File: src/rtl/div_unit.sv
// div_unit: multi-cycle radix-2 restoring divider for DIV/DIVU in the EX stage.
// Holds the pipeline through stallreq_for_ex while busy. The result comes back
// as {remainder, quotient} and is flagged by a one-cycle ready_o pulse.
module div_unit #(
    parameter int WIDTH = 32
) (
    input  logic               clk,
    input  logic               rst,
    input  logic               start_i,
    input  logic               signed_div_i,
    input  logic [WIDTH-1:0]   opdata1_i,
    input  logic [WIDTH-1:0]   opdata2_i,
    input  logic               annul_i,
    output logic [2*WIDTH-1:0] result_o,
    output logic               ready_o,
    output logic               stallreq_for_ex
);

    localparam int CW = (WIDTH > 1) ? $clog2(WIDTH) : 1;
    localparam logic [CW-1:0] LAST = CW'(WIDTH - 1);

    typedef enum logic [1:0] {IDLE, DIV_ZERO, DIV_ON, DIV_END} state_t;

    state_t           state, next_state;
    logic [CW-1:0]    cnt;
    logic [WIDTH-1:0] rem, quo, dvs;
    logic             neg_q, neg_r;

    logic             take;
    logic             dvs_zero;
    logic [WIDTH-1:0] abs1, abs2;
    logic [WIDTH:0]   rem_sh, trial;
    logic             borrow;
    logic [WIDTH-1:0] rem_nx, quo_nx, quo_fix, rem_fix;

    assign take     = start_i & ~annul_i;
    assign dvs_zero = (opdata2_i == '0);

    // Operand magnitudes. These are only taken for DIV. DIVU uses the raw bits.
    always_comb begin
        abs1 = (signed_div_i && opdata1_i[WIDTH-1]) ? -opdata1_i : opdata1_i;
        abs2 = (signed_div_i && opdata2_i[WIDTH-1]) ? -opdata2_i : opdata2_i;
    end

    // One restoring step. The sign bit of the (WIDTH+1)-bit trial is the borrow.
    // The final step result is sign-corrected here so it can go straight into result_o.
    always_comb begin
        rem_sh  = {rem, quo[WIDTH-1]};
        trial   = rem_sh - {1'b0, dvs};
        borrow  = trial[WIDTH];
        rem_nx  = borrow ? rem_sh[WIDTH-1:0] : trial[WIDTH-1:0];
        quo_nx  = {quo[WIDTH-2:0], ~borrow};
        quo_fix = neg_q ? -quo_nx : quo_nx;
        rem_fix = neg_r ? -rem_nx : rem_nx;
    end

    // State register
    always_ff @(posedge clk or posedge rst) begin
        if (rst) state <= IDLE;
        else     state <= next_state;
    end

    // Next-state logic. A flush overrides everything.
    always_comb begin
        next_state = state;
        case (state)
            IDLE:     if (take) next_state = dvs_zero ? DIV_ZERO : DIV_ON;
            DIV_ZERO: next_state = DIV_END;
            DIV_ON:   if (cnt == LAST) next_state = DIV_END;
            DIV_END:  next_state = IDLE;
            default:  next_state = IDLE;
        endcase
        if (annul_i) next_state = IDLE;
    end

    // Outputs. The stall request drops in DIV_END so the pipeline moves on that edge.
    always_comb begin
        ready_o         = (state == DIV_END);
        stallreq_for_ex = take & (state != DIV_END);
    end

    // Datapath: latch operands in IDLE, then iterate, then register the result.
    // On divide-by-zero, quo holds the raw dividend so it can become the remainder.
    always_ff @(posedge clk or posedge rst) begin
        if (rst) begin
            cnt      <= '0;
            rem      <= '0;
            quo      <= '0;
            dvs      <= '0;
            neg_q    <= 1'b0;
            neg_r    <= 1'b0;
            result_o <= '0;
        end else begin
            case (state)
                IDLE: if (take) begin
                    neg_q <= signed_div_i & (opdata1_i[WIDTH-1] ^ opdata2_i[WIDTH-1]);
                    neg_r <= signed_div_i & opdata1_i[WIDTH-1];
                    rem   <= '0;
                    cnt   <= '0;
                    dvs   <= abs2;
                    quo   <= dvs_zero ? opdata1_i : abs1;
                end
                DIV_ON: if (!annul_i) begin
                    rem <= rem_nx;
                    quo <= quo_nx;
                    cnt <= cnt + CW'(1);
                    if (cnt == LAST) result_o <= {rem_fix, quo_fix};
                end
                DIV_ZERO: if (!annul_i) result_o <= {quo, {WIDTH{1'b1}}};
                default: ;
            endcase
        end
    end

endmodule

File: config.mk
export PLATFORM = sky130hd
export DESIGN_NAME = div_unit
export DESIGN_NICKNAME = d
export VERILOG_FILES = /design/src/rtl/div_unit.sv
export SDC_FILE = /design/constraint.sdc
export NUM_CORES = 1
export LEC_CHECK = 0
export ABC_AREA = 1
export BUFFER_PORTS_ARGS = -buffer_cell sky130_fd_sc_hd__buf_2
export CELL_PAD_IN_SITES_DETAIL_PLACEMENT = 1
export CELL_PAD_IN_SITES_GLOBAL_PLACEMENT = 2
export CORE_ASPECT_RATIO = 1.5
export CORE_MARGIN = 2
export CORE_UTILIZATION = 33
export DETAILED_ROUTE_END_ITERATION = 10
export HOLD_SLACK_MARGIN = 0.12
export PLACE_DENSITY = 0.85
export REMOVE_ABC_BUFFERS = 1
export SLEW_MARGIN = 20
export SYNTH_ARGS = -nofsm -noshare
export SYNTH_HDL_FRONTEND = slang
export SYNTH_SLANG_ARGS = --single-unit
File: constraint.sdc
create_clock -name clk -period 6.7 [get_ports clk]
set_input_delay 1.005 -clock clk [delete_from_list [all_inputs] [get_ports clk]]
set_output_delay 1.005 -clock clk [all_outputs]
set_load 0.03 [all_outputs]
# After elaboration in Yosys (flattened, before gate mapping)
# Index checks and enable logic that the tools add are counted.
# Widths: inputs -> output; s select.
[op_classes] n_mux=24 n_bitwise=7 n_eq_ne=11 n_reduce_logical=10 n_addsub=6
[op_table] cell="$mux 32" count=10
[op_table] cell="$mux 64" count=3
[op_table] cell="$neg 32->32" count=4
[op_table] cell="$pmux 32 s2" count=2
[op_table] cell="$pmux 64 s2" count=1
[op_table] cell="$sub 33x32->33" count=1
[op_table] cell="$logic_not 32->1" count=1
[op_table] cell="$mux 5" count=2
[op_table] cell="$ne 2x2->1 const B" count=5
[op_table] cell="$pmux 5 s2" count=1
[op_table] cell="$mux 2" count=4
[op_table] cell="$pmux 2 s4" count=1
[op_table] cell="$ne 3x3->1 const B" count=2
[op_table] cell="$add 5x1->5 const B" count=1
[op_table] cell="$eq 5x5->1 const B" count=1
[op_table] cell="$and 1x1->1" count=4
[op_table] cell="$eq 2x2->1 const B" count=2
[op_table] cell="$reduce_and 2->1" count=2
[op_table] cell="$reduce_and 4->1" count=1
[op_table] cell="$reduce_bool 2->1" count=2
[op_table] cell="$reduce_and 3->1" count=1
[op_table] cell="$eq 2x1->1 const B" count=1
[op_table] cell="$logic_and 1x1->1" count=2
[op_table] cell="$logic_not 2->1" count=1
[op_table] cell="2 further kinds" count=3
[word_totals] regBits=169 word_cells=66 in_bits=69

# Longest topological paths before layout
[depth] depth_word=7 ltp_mapped=30 depth_no_buf=29

# Worst setup path before layout
# Ideal clock, no wire load.
[synth_path] kind="register to register" from="register quo[31]" to="register result_o[24]" t_arrival_ns=3.737 stages_incl_launch_ff=30 slack_ns=2.900 path_buffers=1 setup_ns=0.064 required_ns=6.636 synth_period_minus_slack_ns=3.800 path_cell_list="dfrtp_1 inv_1 ha_1 inv_1 fa_1 nand2_1 nand2_1 nand3b_1 nand2_2 nand2_2 nand2_2 nand2_4 nand3_2 nand2_4 buf_4 ha_1 nand3_1 nor3_2 nand3_1 nor3_1 nand3_1 nor2_1 nand3_1 nor3_2 nand2_1 nand2_1 a21oi_1 o21ai_0 o21ai_1 inv_1"
[synth_via] elab_chain_len=7
[synth_rtl] element="from (decl)" line="26" text="logic [WIDTH-1:0] rem, quo, dvs;"
[synth_rtl] element="from (signal assigned)" line="101" text="quo <= dvs_zero ? opdata1_i : abs1;"
[synth_rtl] element="from (signal assigned)" line="105" text="quo <= quo_nx;"
[synth_rtl] element="$sub 33x32->33" line="49" text="trial = rem_sh - {1'b0, dvs};"
[synth_rtl] element="$not 1->1" line="52" text="quo_nx = {quo[WIDTH-2:0], ~borrow};"
[synth_rtl] element="$neg 32->32" line="53" text="quo_fix = neg_q ? -quo_nx : quo_nx;"
[synth_rtl] element="$mux 32" line="53"
[synth_rtl] element="$mux 64" line="107" text="if (cnt == LAST) result_o <= {rem_fix, quo_fix};"
[synth_rtl] element="$mux 64" line="103" text="DIV_ON: if (!annul_i) begin"
[synth_rtl] element="$pmux 64 s2" line="94" text="case (state)"
[synth_rtl] element="to (signal assigned)" line="107"
[synth_rtl] element="to (signal assigned)" line="109" text="DIV_ZERO: if (!annul_i) result_o <= {quo, {WIDTH{1'b1}}};"
[synth_rtl] element="to (decl)" line="14" text="output logic [2*WIDTH-1:0] result_o,"
# No other way between the ends. The select of a mux whose other input is x is not followed.
# A chain may end at the register's enable or synchronous reset.

# Final worst setup path
# Same ends and word-level chain as after synthesis.

==> impl_metrics.py <==
metrics = {
    "placed_design": {
        "io_buffers": 134,
        "dpl_worst_slack_ns": 1.61,
        "dp_hpwl_um": 45100,
        "gp_congestion": 0.916,
    },
    "synthesis": {
        "yosysWarnings": 0,
        "syn_area_um2": 14000,
        "synth_edf_count": 0,
        "ys_seq_elements": 169,
        "synth_cell_types": 56,
        "synthArstFlopShare_pct": 100,
        "synth_flop_cell": "dfrtp_1",
        "syn_area_per_cell_um2": 6.37,
        "seq_area_frac_synth_pct": 30.3,
        "synth_cells": 2195,
    },
    "run": {
        "cap_viol_max_count": 0,
    },
    "sta": {
        "fin_ws_ns": 1.60,
        "rsz0062_at_grt": "false",
        "setup_viol": 0,
        "setup_tns_ns": 0,
        "fin_crit_ns": 5.10,
        "min_period_over_period_pct": 76.1,
        "maxSlewHeadroom_pct": 26.2,
        "worst-slew-pin-transition_ns": 1.11,
        "clock.fmax_mhz": 196,
        "fin_skew_ns": 0.0149,
        "finalHoldViolCount": 0,
        "final_max_slew_viol_count": 0,
    },
    "routing": {
        "viasPerCell": 5.11,
        "ant_nets": 0,
        "num_vias": 14600,
        "drt-total-wl_um": 55500,
        "first_pass_iters": 5,
        "wire_per_inst_um": 19.3,
        "dr.first_iter.drc_count": 690,
        "drcViolationCount": 0,
    },
    "die": {
        "design.core.area_um2": 41900,
        "num_io_pins": 135,
        "std_cell_rows": 92,
        "start_util_pct": 33.3,
        "dieArea_um2": 44000,
        "dieWidth_um": 172,
        "die_h_um": 256,
    },
    "global_routing": {
        "grt_util_met1_pct": 27.7,
        "grt_pass1_vias": 15600,
        "grt.total_usage_pct": 25.7,
        "antenna_found_initial": 0,
        "use_met2_pct": 49.1,
        "grt_max_degree": 87,
        "grt.overflow.total": 0,
        "grt_util_met3_pct": 1.86,
        "busiest_layer": "met2",
        "grt_pass1_wl_um": 86900,
    },
    "worst_setup_path": {
        "r2r_slack_ns": 1.60,
        "critPathMaxFanout": 37,
        "path_class": "reg2reg",
        "cp_data_arrival_time_ns": 5.50,
        "end_kind": "flop",
        "cp-start-kind": "flop",
        "crit_required_ns": 7.10,
        "critPathSlowestCell": "nor3_1",
        "cpPeakStageDelay_ns": 0.54,
    },
    "status": {
        "outcome": "finished clean",
    },
    "clocking": {
        "cts_tree": "built",
        "cts.sinks": 169,
        "root_buffer": "clkbuf_16",
        "postCtsHoldBufs": 0,
        "cts_resized": 0,
        "postCtsSetupBuffers": 0,
        "htreeDepth": 4,
        "cts.clk_slew.worst_paths_ns": 0.08,
        "cts_buffer_depth": 2,
        "cts_buffers": 17,
        "clock_latency_ns": 0.46,
    },
    "finish": {
        "layout-drive-gt1-share_pct": 11.2,
        "final_common_cell": "nand2_1",
        "syn2layout_area_growth_pct": 12.9,
        "mostFrequentLayoutCells": "702 x nand2_1, 330 x inv_1, 193 x nor2_1, 169 x dfrtp_1, 144 x nand3_1",
        "nFillCells": 5636,
        "final_nets": 2404,
        "antenna_cells": 0,
    },
    "hold_path": {
        "hold_path_class": "reg2reg",
    },
}
==> metrics by stage <==
step / hold slack (ns) / cell area [um^2] / util [%] / cells
after floorplan: 0.453 / 13600 / - / 2125
after global placement: 0.464 / 15100 / 36.1 / 2836
after detailed placement: 0.463 / 15100 / 36.2 / 2836
after CTS: 0.484 / 15800 / 37.6 / 2868
after global routing: 0.522 / 15800 / 37.6 / 2868
final: 0.481 / 15800 / 37.6 / 2868
==> critical path: cells and delay by family (launching register included) <==
kind / cells / cell delay, ns
simple gates: 19 / 3.33
fa+ha+maj: 3 / 0.85
flops: 1 / 0.40
buf+inv: 3 / 0.25
compound gates: 3 / 0.22
==> sequential cells by signal, summed over array words and instances (netlist names) <==
name / count
result_o: 64
dvs: 32
quo: 32
rem: 32
cnt: 5
state: 2
neg_q: 1
neg_r: 1
==> final timing paths <==
check	endpoint	cells after the start	startpoint
worst max register to register	result_o[24]	28	quo[31]
min in group asynchronous	quo[28]	2	rst
max in group asynchronous	dvs[13]	3	rst
worst min register to register	result_o[38]	2	result_o[38]
worst max-delay path	result_o[24]	28	quo[31]
worst min-delay path	result_o[38]	2	result_o[38]
==> logic make-up after synthesis <==
group,share of synthesized area (%)
AND/OR/NAND/NOR,36.8
buffers and inverters,11.6
AO/OA/AOI/OAI,13.5
flip-flops,30.3
XOR/XNOR,3.82
adder cells (fa/ha/maj),3.99
==> area by class of cell <==
cell class	instances	area [um^2]	share of cell area [%]
clock buffer	17	425	2.70
clock inverter	15	200	1.27
inverter	342	1290	8.17
multi-input combinational	1614	8140	51.6
sequential	169	4230	26.8
tap	564	706	4.47
timing repair buffer	147	781	4.95
==> metal layers <==
layer / share of wire, % / routed length, um
met1: 38 / 21100
met2: 54 / 30000
met3: 2.3 / 1290
met4: 5.4 / 3020
met5: 0 / 0
==> synthesized netlist by cell type (all sizes together), types with 4 or more instances <==
| master | instances | share of area (%) |
|---|---|---|
| a22oi | 14 | 0.75 |
| clkinv | 5 | 0.13 |
| nor4 | 9 | 0.40 |
| a21oi | 80 | 3.0 |
| nor3 | 34 | 1.4 |
| o22ai | 44 | 2.0 |
| dfrtp | 169 | 30 |
| inv | 337 | 9.1 |
| or2 | 5 | 0.22 |
| o221ai | 17 | 1.1 |
| o21bai | 4 | 0.21 |
| nand2 | 734 | 20 |
| a31oi | 4 | 0.18 |
| nand3b | 15 | 0.81 |
| o21ai | 109 | 3.9 |
| nand4 | 33 | 1.6 |
| clkbuf | 49 | 1.3 |
| o32a | 4 | 0.29 |
| o22a | 11 | 0.69 |
| ha | 43 | 3.9 |
| nand3 | 150 | 5.6 |
| o31ai | 6 | 0.32 |
| xor2 | 52 | 3.3 |
| buf | 21 | 1.1 |
| nor2 | 213 | 6.1 |
| xnor2 | 9 | 0.56 |
Power is left out: the tool's default activity adds up to more than one toggle a clock period on the data nets, which glitch-free logic cannot reach.
